**src/rtl/led_pkg.sv**
```systemverilog
// rtl/led_pkg.sv - shared channel constants for the RGB PWM fader
package led_pkg;
  localparam int NUM_CH = 3;
  localparam int CH_R   = 0;
  localparam int CH_G   = 1;
  localparam int CH_B   = 2;
endpackage

```
**src/rtl/pwm_channel.sv**
```systemverilog
// rtl/pwm_channel.sv - one colour channel: duty ramp, period-aligned shadow, compare and pin register
module pwm_channel #(
  parameter int PWM_BITS   = 8,
  parameter bit ACTIVE_LOW = 1'b1
) (
  input  logic                clk24,
  input  logic                rst,
  input  logic                tick_i,
  input  logic                period_end_i,
  input  logic [PWM_BITS-1:0] pwm_cnt_i,
  input  logic                target_i,
  output logic                led_o,
  output logic [PWM_BITS-1:0] duty_o
);
  localparam logic [PWM_BITS-1:0] DMAX = '1;
  localparam logic [PWM_BITS-1:0] ONE  = PWM_BITS'(1);

  logic [PWM_BITS-1:0] duty_q, duty_d;
  logic [PWM_BITS-1:0] act_q, act_d;
  logic                led_q, led_d;
  logic                lit;

  always_comb begin
    duty_d = duty_q;
    if (tick_i) begin
      if (target_i && duty_q != DMAX)       duty_d = duty_q + ONE;
      else if (!target_i && duty_q != '0)   duty_d = duty_q - ONE;
    end
    // Shadow takes the pre-tick duty so a period never changes mid-flight.
    act_d = period_end_i ? duty_q : act_q;
    lit   = (act_q == DMAX) || (pwm_cnt_i < act_q);
    led_d = lit ^ ACTIVE_LOW;
  end

  always_ff @(posedge clk24 or posedge rst) begin
    if (rst) begin
      duty_q <= '0;
      act_q  <= '0;
      led_q  <= ACTIVE_LOW;
    end else begin
      duty_q <= duty_d;
      act_q  <= act_d;
      led_q  <= led_d;
    end
  end

  assign led_o  = led_q;
  assign duty_o = duty_q;
endmodule

```
**src/rtl/rgb_pwm_fader.sv**
```systemverilog
// rtl/rgb_pwm_fader.sv - shared PWM counter, fade prescaler and busy flag around three pwm_channels
module rgb_pwm_fader
  import led_pkg::*;
#(
  parameter int PWM_BITS   = 8,
  parameter int STEP_DIV   = 4096,
  parameter bit ACTIVE_LOW = 1'b1
) (
  input  logic       clk24,
  input  logic       rst,
  input  logic [2:0] target,
  input  logic       enable,
  output logic       led_r,
  output logic       led_g,
  output logic       led_b,
  output logic       busy
);
  localparam int PRE_W = (STEP_DIV > 1) ? $clog2(STEP_DIV) : 1;
  localparam logic [PRE_W-1:0]    PRE_LAST = PRE_W'(STEP_DIV - 1);
  localparam logic [PWM_BITS-1:0] DMAX     = '1;

  logic [PWM_BITS-1:0] cnt_q, cnt_d;
  logic [PRE_W-1:0]    pre_q, pre_d;
  logic                busy_q, busy_d;
  logic                tick, period_end;
  logic [NUM_CH-1:0]   led;
  logic [PWM_BITS-1:0] duty [NUM_CH];

  assign tick       = enable && (pre_q == PRE_LAST);
  assign period_end = (cnt_q == DMAX);

  always_comb begin
    cnt_d  = cnt_q + PWM_BITS'(1);
    pre_d  = pre_q;
    if (enable) pre_d = tick ? '0 : pre_q + PRE_W'(1);
    busy_d = 1'b0;
    for (int c = 0; c < NUM_CH; c++) begin
      if (duty[c] != (target[c] ? DMAX : '0)) busy_d = 1'b1;
    end
  end

  always_ff @(posedge clk24 or posedge rst) begin
    if (rst) begin
      cnt_q  <= '0;
      pre_q  <= '0;
      busy_q <= 1'b0;
    end else begin
      cnt_q  <= cnt_d;
      pre_q  <= pre_d;
      busy_q <= busy_d;
    end
  end

  for (genvar g = 0; g < NUM_CH; g++) begin : g_ch
    pwm_channel #(
      .PWM_BITS  (PWM_BITS),
      .ACTIVE_LOW(ACTIVE_LOW)
    ) u_ch (
      .clk24       (clk24),
      .rst         (rst),
      .tick_i      (tick),
      .period_end_i(period_end),
      .pwm_cnt_i   (cnt_q),
      .target_i    (target[g]),
      .led_o       (led[g]),
      .duty_o      (duty[g])
    );
  end

  assign led_r = led[CH_R];
  assign led_g = led[CH_G];
  assign led_b = led[CH_B];
  assign busy  = busy_q;
endmodule
```
**config.mk**
```make
export PLATFORM = sky130hd
export DESIGN_NAME = rgb_pwm_fader
export DESIGN_NICKNAME = d
export VERILOG_FILES = /design/src/rtl/led_pkg.sv /design/src/rtl/pwm_channel.sv /design/src/rtl/rgb_pwm_fader.sv
export SDC_FILE = /design/constraint.sdc
export NUM_CORES = 1
export LEC_CHECK = 0
export BUFFER_PORTS_ARGS = -buffer_cell sky130_fd_sc_hd__clkbuf_2
export CAP_MARGIN = 20
export CORE_UTILIZATION = 50
export DETAILED_ROUTE_END_ITERATION = 10
export GPL_ROUTABILITY_DRIVEN = 0
export PLACE_DENSITY = 0.78
export SYNTH_ARGS = -nofsm -noshare
export SYNTH_HDL_FRONTEND = slang
export SYNTH_SLANG_ARGS = --single-unit
```
**constraint.sdc**
```tcl
create_clock -name clk24 -period 3.2 [get_ports clk24]
set_input_delay 0.16 -clock clk24 [delete_from_list [all_inputs] [get_ports clk24]]
set_output_delay 0.16 -clock clk24 [all_outputs]
set_load 0.03 [all_outputs]
```
Word level (Yosys, flattened, before mapping)
Cells that the tools add are included.
{ "totals": {"regBits": 72, "latchBits": 0, "mem_bits_rw": 0, "romBits": 0, "input_bits": 6, "output_inout_bits": 4, "word_cells": 72, "mem_count": 0} }
{ "classes": {"n_addsub": 8, "n_mul": 0, "div": 0, "magnitude_cmp": 3, "n_eq_ne": 11, "n_shift": 0, "mux": 13, "n_bitwise": 3, "n_reduce_logical": 22} }
{ "op_table": {"columns": ["op", "count"], "rows": [
  ["$mux W8", 9],
  ["$add A8 B1 Y8 const B", 4],
  ["$eq A8 B8 Y1 const B", 4],
  ["$lt A8 B8 Y1", 3],
  ["$ne A8 B8 Y1", 3],
  ["$ne A8 B8 Y1 const B", 3],
  ["$reduce_bool A8 Y1", 3],
  ["$sub A8 B1 Y8 const B", 3],
  ["$add A12 B1 Y12 const B", 1],
  ["$eq A12 B12 Y1 const B", 1],
  ["$mux W12", 1],
  ["$logic_and A1 B1 Y1", 7],
  ["$reduce_and A2 Y1", 3],
  ["$reduce_bool A2 Y1", 3],
  ["$logic_not A1 Y1", 3],
  ["$logic_or A1 B1 Y1", 3],
  ["$mux W1", 3],
  ["$not A1 Y1", 3]
]} }

Longest topological paths before layout
{ "depth": {"word_depth": 5, "ltp_mapped": 9, "mapped_depth_nobuf": 9} }

By module
Synthesis repeated with hierarchy kept, for this count alone.
{ "hier_totals": {"cells_unflattened": 439, "hier_area_um2": 4361.7} }
{ "modules_own_cells": {"columns": ["module", "n_inst", "cells_each", "area_each_um2", "seq_area_each_um2"], "rows": [
  ["pwm_channel", 3, 110, 1093.5, 426.7],
  ["rgb_pwm_fader", 1, 109, 1081.0, 525.5]
]} }

Least setup slack after synthesis
Ideal clock, no wire load.
{ "synth_timing": {"path_kind": "register to register", "start": "register g_ch[2].u_ch.duty_q[0]", "end": "register g_ch[2].u_ch.duty_q[6]", "setup_time_ns": 0.125, "arrival_ns": 2.504, "required_ns": 3.075, "slack_ns": 0.572, "path_stages_with_launch": 9, "path_buffers": 0, "synth_period_minus_slack_ns": 2.628, "path_cell_list": "dfrtp_1 nand4_1 o21ai_0 ha_1 a21o_1 a311o_1 a21oi_1 xnor2_1 mux2_2"} }
{ "synth_via": {"elab_chain_cells": 4, "word_cells_on_any_way": 10, "classes_between": "add/sub (2); eq/ne (1); mux (2); reduce/logical (5)"} }
{ "synth_lines": {"columns": ["element", "line", "text"], "rows": [
  ["start: declaration", "pwm_channel.sv:18", "logic [PWM_BITS-1:0] duty_q, duty_d;"],
  ["start signal: assignment", "pwm_channel.sv:41", "duty_q <= duty_d;"],
  ["parallel branches: the longest is 4 deep, another holds $sub A8 B1 Y8", null, null]
]} }
Parallel ways; which one is timed is not known. The select of a mux whose other input is x is not followed.
A chain may end at the register's enable or synchronous reset.

Worst setup path after layout
{ "layout_timing": {"start": "register g_ch[2].u_ch.duty_q[0]", "end": "register g_ch[2].u_ch.duty_q[7]"} }
The elaborated chain is that of the path after synthesis.

==> impl_results.md <==
- Post-synth top cells: dfrtp_1, ha_1, mux2_2
- Per-cell routed wire length: 15.6 µm
- Number of fill cells: 712
- Clk_lat worst skew: about 0.36 ns
- Delay-heaviest family, CP: compound AO/OA/AOI/OAI gates
- Post-synthesis cell type count: 37
- Mapped Cells: 383
- H-tree depth: 3
- Root Driver: clkbuf_8
- Syn_nets: 433
- Top post-synthesis cells by area: dfrtp_1, ha_1, mux2_2, xnor2_1, xor2_1
- Final setup viols: 0
- #FFs+latches synth: between 70 and 80
- Vias per cell: 5.71
- Worst setup EP type: flip-flop
- Vias in the first global route: 2960
- TritonCTS buffer count: 9
- Vias: 2942
- Sequential element share of the synthesized area: a little over two fifths
- Initial DRC Count: 74
- Final Slew Violations: 0
- Post-Route Skew: ~0.0087 ns
- CORE AREA: 0.00826 mm²
- Synthesized area per cell: 11.2 µm²
- Final antenna-violating net count: 0
- GRT Total Usage: 20.4%
- Gr ovfl total: 0
- Clock sink count: 72
- Drt first pass iters: 4
- First-pass GRT wire length: approximately 14000 µm
- Most frequent cell after synthesis: dfrtp_1
- Top FF cell, synth: dfrtp_1
- Share of cells above drive strength 1: 19.0%
- Worst Setup Start Kind: flip-flop
- Slew @ Worst Pin: 0.872 ns
- DIE AREA: 0.00893 mm²
- Number of port buffers: 9
- Pwr Density: 379 mW/mm²
- Required time of the critical path: 3.49 ns
- MaxCap Viol Count: 0
- Post-CTS Setup Repair Bufs: 0
- Residual DRC: 0
- Yosys top cell area share: 40.4%
- Synthesized area: 0.00428 mm²
- F_max: 335 MHz
- Synth area leader: dfrtp_1
- Synth warnings: 0
- Synth async-reset ratio: 100%
- CTS max path bufs: 2
- Post-synth EDFFs: 0
- Initial antenna violation count: 0
- Rel. slew slack: ~41%
- Crit path top cell by count: o21ai_0
- Status: complete, no violations
- Worst hold slack: between 0.1 and 0.15 ns
- Arr. time, crit path: approximately 3.3 ns
- Crit path max fanout: 7
- Worst Path Buf+Inv: 0
- Peak VDD IR: 0.000384 V
- IO Pins: 10
- Routed WL: about 8000 µm
- CP cell instances: nand4_1, o21ai_0, ha_1, a211o_1, a211oi_1, o21ai_0, mux2i_1, xor2_1
- Crit path largest cell delay: 0.71 ns
- Worst Hold Class: in2reg
- Type of the worst setup path: reg2reg
- P&R area growth vs syn: 8.48%
- Leakage: roughly 2.3 nW
- Row count: 33
- Final hold vios: 0
- Worst-path cell with the longest stage delay: o21ai_0
- Die width: between 90 and 100 µm
- Die H: 94.5 µm
- Final period utilization: 93.4%
- Final TNS setup: 0 ns
- RSZ-0062 raised after global routing: false
- CTS tree: done
- Fin nets: between 400 and 500
- Antenna diodes: 0
- Detailed Place HPWL: 6000 µm
- Final period demand of the worst path: 2.99 ns
- Initial Utilization: 51.8%
- Largest net degree at the start of global routing: 27
- Clk slew on worst S/H paths: 0.08 ns
[state kept, by name, indices dropped and copies added, names as in the netlist]
name and flops:
g_ch.u_ch.act_q 24, g_ch.u_ch.duty_o 24, pre_q 12, cnt_q 8, g_ch.u_ch.led_o 3, busy 1
[timing repair]
item / 4_1_cts / 5_1_grt
gates resized for setup: 0 / 1
setup endpoints to repair: 0 / 1
hold buffers: 1 / 0
hold endpoints to repair: 23 / 0
[through the flow]
stage | util, % | area (µm²) | setup WS, ns | cells | total power, W
detailed placement | 54.2 | 4480 | 0.212 | 499 | 0.00117
global placement | 54.2 | 4480 | 0.361 | 499 | 0.00116
floorplan | - | 4280 | 0.572 | 383 | 0.00113
finish | 56.2 | 4640 | 0.212 | 515 | 0.00176
global route | 56.2 | 4640 | 0.0107 | 515 | 0.00183
CTS | 56.2 | 4640 | 0.183 | 515 | 0.00177
[cell families after synthesis]
group	share of synthesized area, %
AND/OR/NAND/NOR	12.5
flip-flops	42.2
AO/OA/AOI/OAI	10.2
multiplexers	11.7
adder cells (fa/ha/maj)	13.4
XOR/XNOR	7.17
buffers and inverters	2.90
[layout make-up]
| cell class | instances | area (µm²) | share of cell area [%] |
|---|---|---|---|
| multi-input cells | 279 | 2350 | 50.6 |
| flip-flops and latches | 72 | 1810 | 38.9 |
| clock buffers | 11 | 131 | 2.83 |
| well taps | 105 | 131 | 2.83 |
| inverters | 29 | 109 | 2.35 |
| repair buffers | 15 | 92.6 | 2.00 |
| clock inverters | 4 | 22.5 | 0.485 |
[worst reg2reg max path, delay by kind of cell (launching register included)]
kind / cells / cell delay [ns]
and+or+nand+nor: 1 / 0.16
xor gates and xnor gates: 1 / 0.16
DFF: 1 / 0.48
muxes: 1 / 0.19
adders and majority gates: 1 / 0.39
AOI/OAI and AO/OA: 4 / 1.53
[worst paths after layout]
kind	cells past startpoint	end	slack [ns]	startpoint
worst max-delay path	8	g_ch[2].u_ch.duty_o[7]	0.21	g_ch[2].u_ch.duty_o[0]
max in group asynchronous	4	g_ch[0].u_ch.led_o	2.08	rst
worst min register to register	1	pre_q[10]	0.50	pre_q[10]
worst max register to register	8	g_ch[2].u_ch.duty_o[7]	0.21	g_ch[2].u_ch.duty_o[0]
min in group asynchronous	3	g_ch[2].u_ch.duty_o[0]	0.36	rst
worst min-delay path	2	pre_q[1]	0.11	enable
[report_power, final]
group / internal (W) / switching (W) / total (W)
clock network: 0.000273 / 0.000329 / 0.000602
registers: 0.000949 / 0.0000469 / 0.000996
logic: 0.0000659 / 0.0000944 / 0.000160
[per-layer routing]
layer | vias up | track usage (%) | routed length, µm | share of wire [%]
li1 | 1438 | - | - | -
met1 | 1453 | 27.0 | 3760 | 47
met5 | - | 0 | 0 | 0
met2 | 38 | 33.0 | 3900 | 49
met4 | 0 | 10.1 | 156 | 1.9
met3 | 13 | 2.90 | 213 | 2.7
[layout by cell type, fill, tap and decap left out, types with 5 or more instances in the layout]
master    synthesis  routed
ha_1             41      41
mux2i_1           6       6
nand4_1          20      20
xnor2_1          18      18
nand3_1          10      10
xor2_1           17      17
a21o_1           15      15
nor2_1           12      12
inv_1            29      28
and2_1            6       6
nand2_1          12      12
a21oi_1          23      23
clkbuf_2          0       9
dfrtp_1          69      69
mux2_2           39      39
buf_4             0       5
clkbuf_8          0       9
nand3b_1          5       5
nor4_1            6       6
o21ai_0          12      11
Power figures use the tool's default switching activity.
